===== config.mk =====
export PLATFORM = sky130hd
export DESIGN_NAME = core_test_monitor_flat
export DESIGN_NICKNAME = d
export VERILOG_FILES = /design/src/rtl/core_test_monitor_if.sv /design/src/rtl/core_test_monitor.sv /design/src/flat_wrapper.sv
export SDC_FILE = /design/constraint.sdc
export NUM_CORES = 1
export LEC_CHECK = 0
export CAP_MARGIN = 20
export CORE_MARGIN = 2
export CORE_UTILIZATION = 46
export CTS_BUF_LIST = sky130_fd_sc_hd__clkbuf_8
export CTS_CLUSTER_DIAMETER = 40
export CTS_CLUSTER_SIZE = 28
export DETAILED_ROUTE_END_ITERATION = 8
export PLACE_DENSITY = 0.91
export SKIP_LAST_GASP = 1
export SLEW_MARGIN = 20
export SYNTH_ARGS = -nofsm -noshare
export SYNTH_HDL_FRONTEND = slang
export SYNTH_SLANG_ARGS = --single-unit

===== constraint.sdc =====
create_clock -name CLK -period 4.3 [get_ports CLK]
set_input_delay 1.29 -clock CLK [delete_from_list [all_inputs] [get_ports CLK]]
set_output_delay 1.29 -clock CLK [all_outputs]
set_load 0.02 [all_outputs]

===== src/rtl/core_test_monitor_if.sv =====
// -----------------------------------------------------------------------------
// core_test_monitor_if
// Core-side probe bus that the test monitor observes.
//   PC          : core program counter
//   instruction : ROM output at PC
//   MemWrite    : core store strobe
//   alu_result  : store address
//   read_data2  : store data
// Modports: master = the core (drives the probes), slave = the monitor.
// -----------------------------------------------------------------------------
interface core_test_monitor_if #(
  parameter int DATA_W = 32
);
  logic [DATA_W-1:0] PC;
  logic [31:0]       instruction;
  logic              MemWrite;
  logic [DATA_W-1:0] alu_result;
  logic [DATA_W-1:0] read_data2;

  modport master (output PC, instruction, MemWrite, alu_result, read_data2);
  modport slave  (input  PC, instruction, MemWrite, alu_result, read_data2);
endinterface


===== src/rtl/core_test_monitor.sv =====
// -----------------------------------------------------------------------------
// core_test_monitor
// Watches a CPU core running a self-test program and decides when and how the
// test ended: by a halt loop (jal x0,0 or ebreak repeated at a fixed PC), by a
// store to the tohost mailbox, or by a cycle timeout.
//
// Ports
//   CLK, RESET_N  : clock (rising edge) and asynchronous active-low reset
//   enable        : starts the monitor from IDLE and gates counting in RUN
//   core          : core probe bus (core_test_monitor_if.slave)
//   done          : test has ended (sticky until reset)
//   pass          : test passed, valid while done is high
//   timeout       : test ended because the cycle budget ran out
//   fail_code     : tohost failure code (store data >> 1)
//   cycle_count   : RUN cycles with enable high (saturating)
//   instr_count   : PC changes seen in RUN with enable high (saturating)
//   state         : FSM state (0 IDLE, 1 RUN, 2 DONE)
//
// Optional feature: define CORE_TEST_MONITOR_TOHOST_EN to enable the tohost
// mailbox. Without it fail_code is tied to zero and only halt/timeout end
// the test.
// -----------------------------------------------------------------------------
module core_test_monitor #(
  parameter int                DATA_W      = 32,
  parameter int                CNT_W       = 32,
  parameter int                ADDR_W      = 10,
  parameter logic [ADDR_W-1:0] TOHOST_ADDR = 10'h3FC,
  parameter int                TIMEOUT     = 100000,
  parameter int                HALT_REPEAT = 2
) (
  input  logic                 CLK,
  input  logic                 RESET_N,
  input  logic                 enable,
  core_test_monitor_if.slave   core,
  output logic                 done,
  output logic                 pass,
  output logic                 timeout,
  output logic [DATA_W-1:0]    fail_code,
  output logic [CNT_W-1:0]     cycle_count,
  output logic [CNT_W-1:0]     instr_count,
  output logic [1:0]           state
);

  typedef enum logic [1:0] {
    ST_IDLE = 2'd0,
    ST_RUN  = 2'd1,
    ST_DONE = 2'd2
  } state_e;

  localparam logic [31:0]      INSTR_JAL_SELF = 32'h0000_006F;  // jal x0,0
  localparam logic [31:0]      INSTR_EBREAK   = 32'h0010_0073;
  localparam logic [CNT_W-1:0] CNT_ONE        = CNT_W'(1);
  localparam logic [CNT_W-1:0] TIMEOUT_LAST   = CNT_W'(TIMEOUT - 1);
  localparam logic [4:0]       HALT_TARGET    = 5'(HALT_REPEAT);

  state_e            state_q, state_d;
  logic [DATA_W-1:0] prev_pc;
  logic [3:0]        halt_cnt;

  logic run;
  logic run_en;
  logic halt_cond;
  logic halt_fire;
  logic timeout_fire;
  logic tohost_fire;
  logic tohost_pass;
  logic end_evt;

  assign state  = state_q;
  assign run    = (state_q == ST_RUN);
  assign run_en = run && enable;

  // Halt: the core sits on a self-loop or ebreak without moving its PC.
  assign halt_cond = ((core.instruction == INSTR_JAL_SELF) ||
                      (core.instruction == INSTR_EBREAK)) &&
                     (core.PC == prev_pc);

  // Fire on the cycle whose sample makes the run HALT_REPEAT long, so DONE is
  // entered on that same edge rather than one cycle after the counter fills.
  assign halt_fire = run_en && halt_cond &&
                     (({1'b0, halt_cnt} + 5'd1) >= HALT_TARGET);

  // Timeout is judged on the registered count, which is frozen on the ending
  // edge, so cycle_count reads TIMEOUT-1 once the test has timed out.
  assign timeout_fire = run_en && (cycle_count == TIMEOUT_LAST);

`ifdef CORE_TEST_MONITOR_TOHOST_EN
  // A store of zero to the mailbox is not an end event.
  assign tohost_fire = run && core.MemWrite &&
                       (core.alu_result[ADDR_W-1:0] == TOHOST_ADDR) &&
                       (core.read_data2 != '0);
  assign tohost_pass = (core.read_data2 == DATA_W'(1));
`else
  assign tohost_fire = 1'b0;
  assign tohost_pass = 1'b0;
  assign fail_code   = '0;

  logic unused_store_bus;
  assign unused_store_bus = core.MemWrite ^ (^core.alu_result) ^ (^core.read_data2);
`endif

  assign end_evt = tohost_fire || halt_fire || timeout_fire;

  // ---------------------------------------------------------------------------
  // FSM
  // ---------------------------------------------------------------------------
  // NOTE: sequential state uses non-blocking assignments so every register
  // samples the pre-edge values of its neighbours.
  always_ff @(posedge CLK or negedge RESET_N) begin
    if (!RESET_N) state_q <= ST_IDLE;
    else          state_q <= state_d;
  end

  // NOTE: state_d is given its default before the case so no path leaves it
  // unassigned and no latch is inferred.
  always_comb begin
    state_d = state_q;
    case (state_q)
      ST_IDLE: if (enable)  state_d = ST_RUN;
      ST_RUN:  if (end_evt) state_d = ST_DONE;
      ST_DONE: state_d = ST_DONE;
      default: state_d = ST_IDLE;  // 2'd3 is never entered legitimately
    endcase
  end

  // ---------------------------------------------------------------------------
  // Counters and previous-PC tracking
  // ---------------------------------------------------------------------------
  always_ff @(posedge CLK or negedge RESET_N) begin
    if (!RESET_N) begin
      prev_pc     <= '0;
      halt_cnt    <= '0;
      cycle_count <= '0;
      instr_count <= '0;
    end else begin
      prev_pc <= core.PC;

      // Only consecutive enabled RUN cycles build up a halt run.
      if (run_en && halt_cond) begin
        if (halt_cnt != 4'hF) halt_cnt <= halt_cnt + 4'd1;
      end else begin
        halt_cnt <= '0;
      end

      if (run_en && !end_evt) begin
        if (cycle_count != '1) cycle_count <= cycle_count + CNT_ONE;
        if ((core.PC != prev_pc) && (instr_count != '1))
          instr_count <= instr_count + CNT_ONE;
      end
    end
  end

  // ---------------------------------------------------------------------------
  // Result registers: written once, on the edge that enters DONE.
  // Priority: tohost, then halt, then timeout.
  // ---------------------------------------------------------------------------
  always_ff @(posedge CLK or negedge RESET_N) begin
    if (!RESET_N) begin
      done    <= 1'b0;
      pass    <= 1'b0;
      timeout <= 1'b0;
`ifdef CORE_TEST_MONITOR_TOHOST_EN
      fail_code <= '0;
`endif
    end else if (run && end_evt) begin
      done <= 1'b1;
      if (tohost_fire) begin
        pass    <= tohost_pass;
        timeout <= 1'b0;
`ifdef CORE_TEST_MONITOR_TOHOST_EN
        fail_code <= core.read_data2 >> 1;
`endif
      end else if (halt_fire) begin
        pass    <= 1'b1;
        timeout <= 1'b0;
      end else begin
        pass    <= 1'b0;
        timeout <= 1'b1;
      end
    end
  end

endmodule


===== src/flat_wrapper.sv =====
// flat-port wrapper written by rule: the top's interface ports become plain ports
module core_test_monitor_flat 
#(
  parameter int                DATA_W      = 32,
  parameter int                CNT_W       = 32,
  parameter int                ADDR_W      = 10,
  parameter logic [ADDR_W-1:0] TOHOST_ADDR = 10'h3FC,
  parameter int                TIMEOUT     = 100000,
  parameter int                HALT_REPEAT = 2
)
  (CLK, RESET_N, enable, done, pass, timeout, fail_code, cycle_count, instr_count, state, core_PC, core_instruction, core_MemWrite, core_alu_result, core_read_data2);
  core_test_monitor_if #(.DATA_W(DATA_W)) core_i ();
  input  logic CLK;
  input  logic RESET_N;
  input  logic enable;
  output logic done;
  output logic pass;
  output logic timeout;
  output logic [DATA_W-1:0] fail_code;
  output logic [CNT_W-1:0] cycle_count;
  output logic [CNT_W-1:0] instr_count;
  output logic [1:0] state;
  input wire logic [$bits(core_i.PC)-1:0] core_PC;
  input wire logic [$bits(core_i.instruction)-1:0] core_instruction;
  input wire logic [$bits(core_i.MemWrite)-1:0] core_MemWrite;
  input wire logic [$bits(core_i.alu_result)-1:0] core_alu_result;
  input wire logic [$bits(core_i.read_data2)-1:0] core_read_data2;
  assign core_i.PC = core_PC;
  assign core_i.instruction = core_instruction;
  assign core_i.MemWrite = core_MemWrite;
  assign core_i.alu_result = core_alu_result;
  assign core_i.read_data2 = core_read_data2;
  core_test_monitor #(.DATA_W(DATA_W), .CNT_W(CNT_W), .ADDR_W(ADDR_W), .TOHOST_ADDR(TOHOST_ADDR), .TIMEOUT(TIMEOUT), .HALT_REPEAT(HALT_REPEAT)) u_core (.CLK(CLK), .RESET_N(RESET_N), .enable(enable), .core(core_i), .done(done), .pass(pass), .timeout(timeout), .fail_code(fail_code), .cycle_count(cycle_count), .instr_count(instr_count), .state(state));
endmodule

==> out/results.txt <==
Status: completed
Die height: 109 µm
Max Transition Viols Final: 0
Antenna violations before repair: 0
Routed len/inst: 15.3 µm
Predominant post-synthesis flop cell: dfrtp_1
Total of fill cells in the finished design: 870
Share of post-route cells with drive strength above 1: 5.42%
Crit path max fanout: 9
Final hold vios: 0
Post-route ant nets: 0
Fmax: 282 MHz
Register area share after synthesis: 51.4%
Clk sink count: 105
Post-CTS Setup Bufs: 0
Synth unique cells: 46
Largest net degree at the start of global routing: 94
CTS Buffer Depth: 2
CP Capture Type: register
Hold Path Class: reg2reg
Vias in the first global route: 4016
N_diodes: 0
DR pass1 iterations: 4
DP HPWL: 8.80 mm
Post-placement cell area: 0.00652 mm²
P_leak: 2.89 nW
Initial DRC count: 129
Area Growth Syn to Fin: 30.9%
Vias after detailed routing: 3949
Initial Util: 47.1%
Maxcap violations: 0
H-tree levels: 3
Setup violators final: 0
Post-synth top area cell: dfrtp_1
Cts hold-fix bufs: 0
Setup CP Type: in2reg
Input/output buffers: 135
Worst EP required: 4.55 ns
Clock tree from TritonCTS: built
First-pass GRT wire length: 18.4 mm
Post-synth EDFFs: 0
Mapped Area: 0.00511 mm²
Global route overflow: 0
Die area: 0.0120 mm²
All-Layer GR Usage: 19.5%
Worst IR Drop VDD: 196 µV
Worst hold slack: 0.493 ns
Worst skew pair latency: 0.36 ns
Layout Skew: 0.0145 ns
Post-CTS resize count: 0
Top cells by count, synth: dfrtp_1, xnor2_1, xor2_1
Root Driver: clkbuf_8
Gpl congestion: 0.912
Cells after Synth: 462
Post-synth ARST share: 100%
Crit path launch type: input pin
Top-count cell post-synth: dfrtp_1
Row count: 38
Worst-path clk slew: 0.09 ns
Die X: 109 µm
Final period utilization: 82.6%
Least-Margin Pin Slew: 0.895 ns
Rel. slew slack: 40.3%
Final WL: 11.5 mm
Mapped Avg Cell Area: 11.1 µm²
Vias/cell: 5.27
Synth top area cells: dfrtp_1, xnor2_1, xor2_1
Setup TNS: 0 ns
Minimum clock period: 3.55 ns
Yosys reg bits: 105
Nets: 744
Ys Warns: 0
Core area: 0.0108 mm²
Synth top area share: 51.4%
PwrDens: 307 mW/mm²
RSZ-0062 raised after global routing: no
Num CTS Buffers: 9
Layout Cell Area excl Fill: 0.00669 mm²
# IOs: 233
CP arrival: 3.80 ns
DRC: 0
[flip-flops by register name (all words and copies together) (netlist names)]
signal,flops
u_core.cycle_count,32
u_core.done,1
u_core.halt_cnt,4
u_core.instr_count,32
u_core.pass,1
u_core.prev_pc,32
u_core.state,2
u_core.timeout,1
[report_power, final]
group | leakage, nW | switching [W] | internal, W
logic | 1.44 | 0.000213 | 0.000204
registers | 1.37 | 0.0000575 | 0.00104
clock network | 0.0868 | 0.000314 | 0.000218
[routing by layer]
layer | up-vias | track usage (%) | part of all wire (%)
met4 | 0 | 6.06 | 1.6
met2 | 152 | 34.4 | 51
met1 | 1925 | 23.4 | 40
met5 | - | 0 | 0
met3 | 20 | 4.80 | 7.6
li1 | 1852 | - | -
[area by class of cell]
type	instances	area, µm²	share of cell area [%]
Clock inverter	4	23.8	0.355
Clock buffer	10	138	2.06
Multi-Input combinational cell	340	2290	34.3
Tap cell	140	175	2.62
Timing Repair Buffer	141	1400	20.9
Sequential cell	105	2630	39.3
Inverter	9	33.8	0.505
[logic make-up after synthesis]
| group | after synthesis | synth area share (%) |
|---|---|---|
| xor gates and xnor gates | 95 | 16.4 |
| buffers and inverters | 48 | 5.98 |
| AOI/OAI and AO/OA | 11 | 1.49 |
| and+or+nand+nor | 193 | 22.5 |
| DFF | 105 | 51.4 |
| other | 1 | 0.0734 |
| adders and majority gates | 6 | 1.47 |
| muxes | 3 | 0.661 |
[worst max-delay path, stage by stage]
cell	delay [ns]
clkdlybuf4s50_1	0.44
xor2_1	0.16
nor4_1	0.44
and4_1	0.32
and4_1	0.41
nor2b_1	0.20
nand3b_1	0.18
mux2_2	0.35
[cells in the final DEF, fill, tap and decap left out, types with 2 or more instances in the layout]
cell type and n:
mux2_2 3, a31oi_1 2, and2_1 6, nor2_1 21, nor3_1 13, xor2_1 45, nand4b_1 2, nor4b_1 3
clkbuf_8 10, or4_1 2, nand2_1 24, nor2b_1 3, ha_1 6, and4_1 8, clkdlybuf4s50_1 134, conb_1 32
or3_1 3, a311oi_1 2, a21oi_1 3, nand4_1 24, nand3_1 32, xnor2_1 49, and3_1 15, dfrtp_1 105
buf_4 6, inv_1 11, nor4_1 24
[worst paths after layout]
check | start | endpoint | slack, ns | cells after the start
max in group asynchronous | RESET_N | u_core.cycle_count[9] | 2.66 | 2
worst min-delay path | u_core.done | u_core.done | 0.49 | 1
worst max-delay path | core_PC[21] | u_core.cycle_count[1] | 0.75 | 8
worst max register to register | u_core.state[1] | u_core.cycle_count[1] | 1.57 | 9
min in group asynchronous | RESET_N | u_core.cycle_count[29] | 0.96 | 1
worst min register to register | u_core.done | u_core.done | 0.49 | 1
[metrics by stage]
step                      util, %  power [W]  std cells  worst slack, ns
after floorplan                 -    0.00134        493             1.12
after CTS                    61.7    0.00207        749            0.778
after detailed placement     60.2    0.00154        735            0.392
after global placement       60.2    0.00152        735            0.469
after global routing         61.7    0.00215        749            0.588
final                        61.7    0.00205        749            0.748
Note: power is estimated with default switching activity, not from simulation.
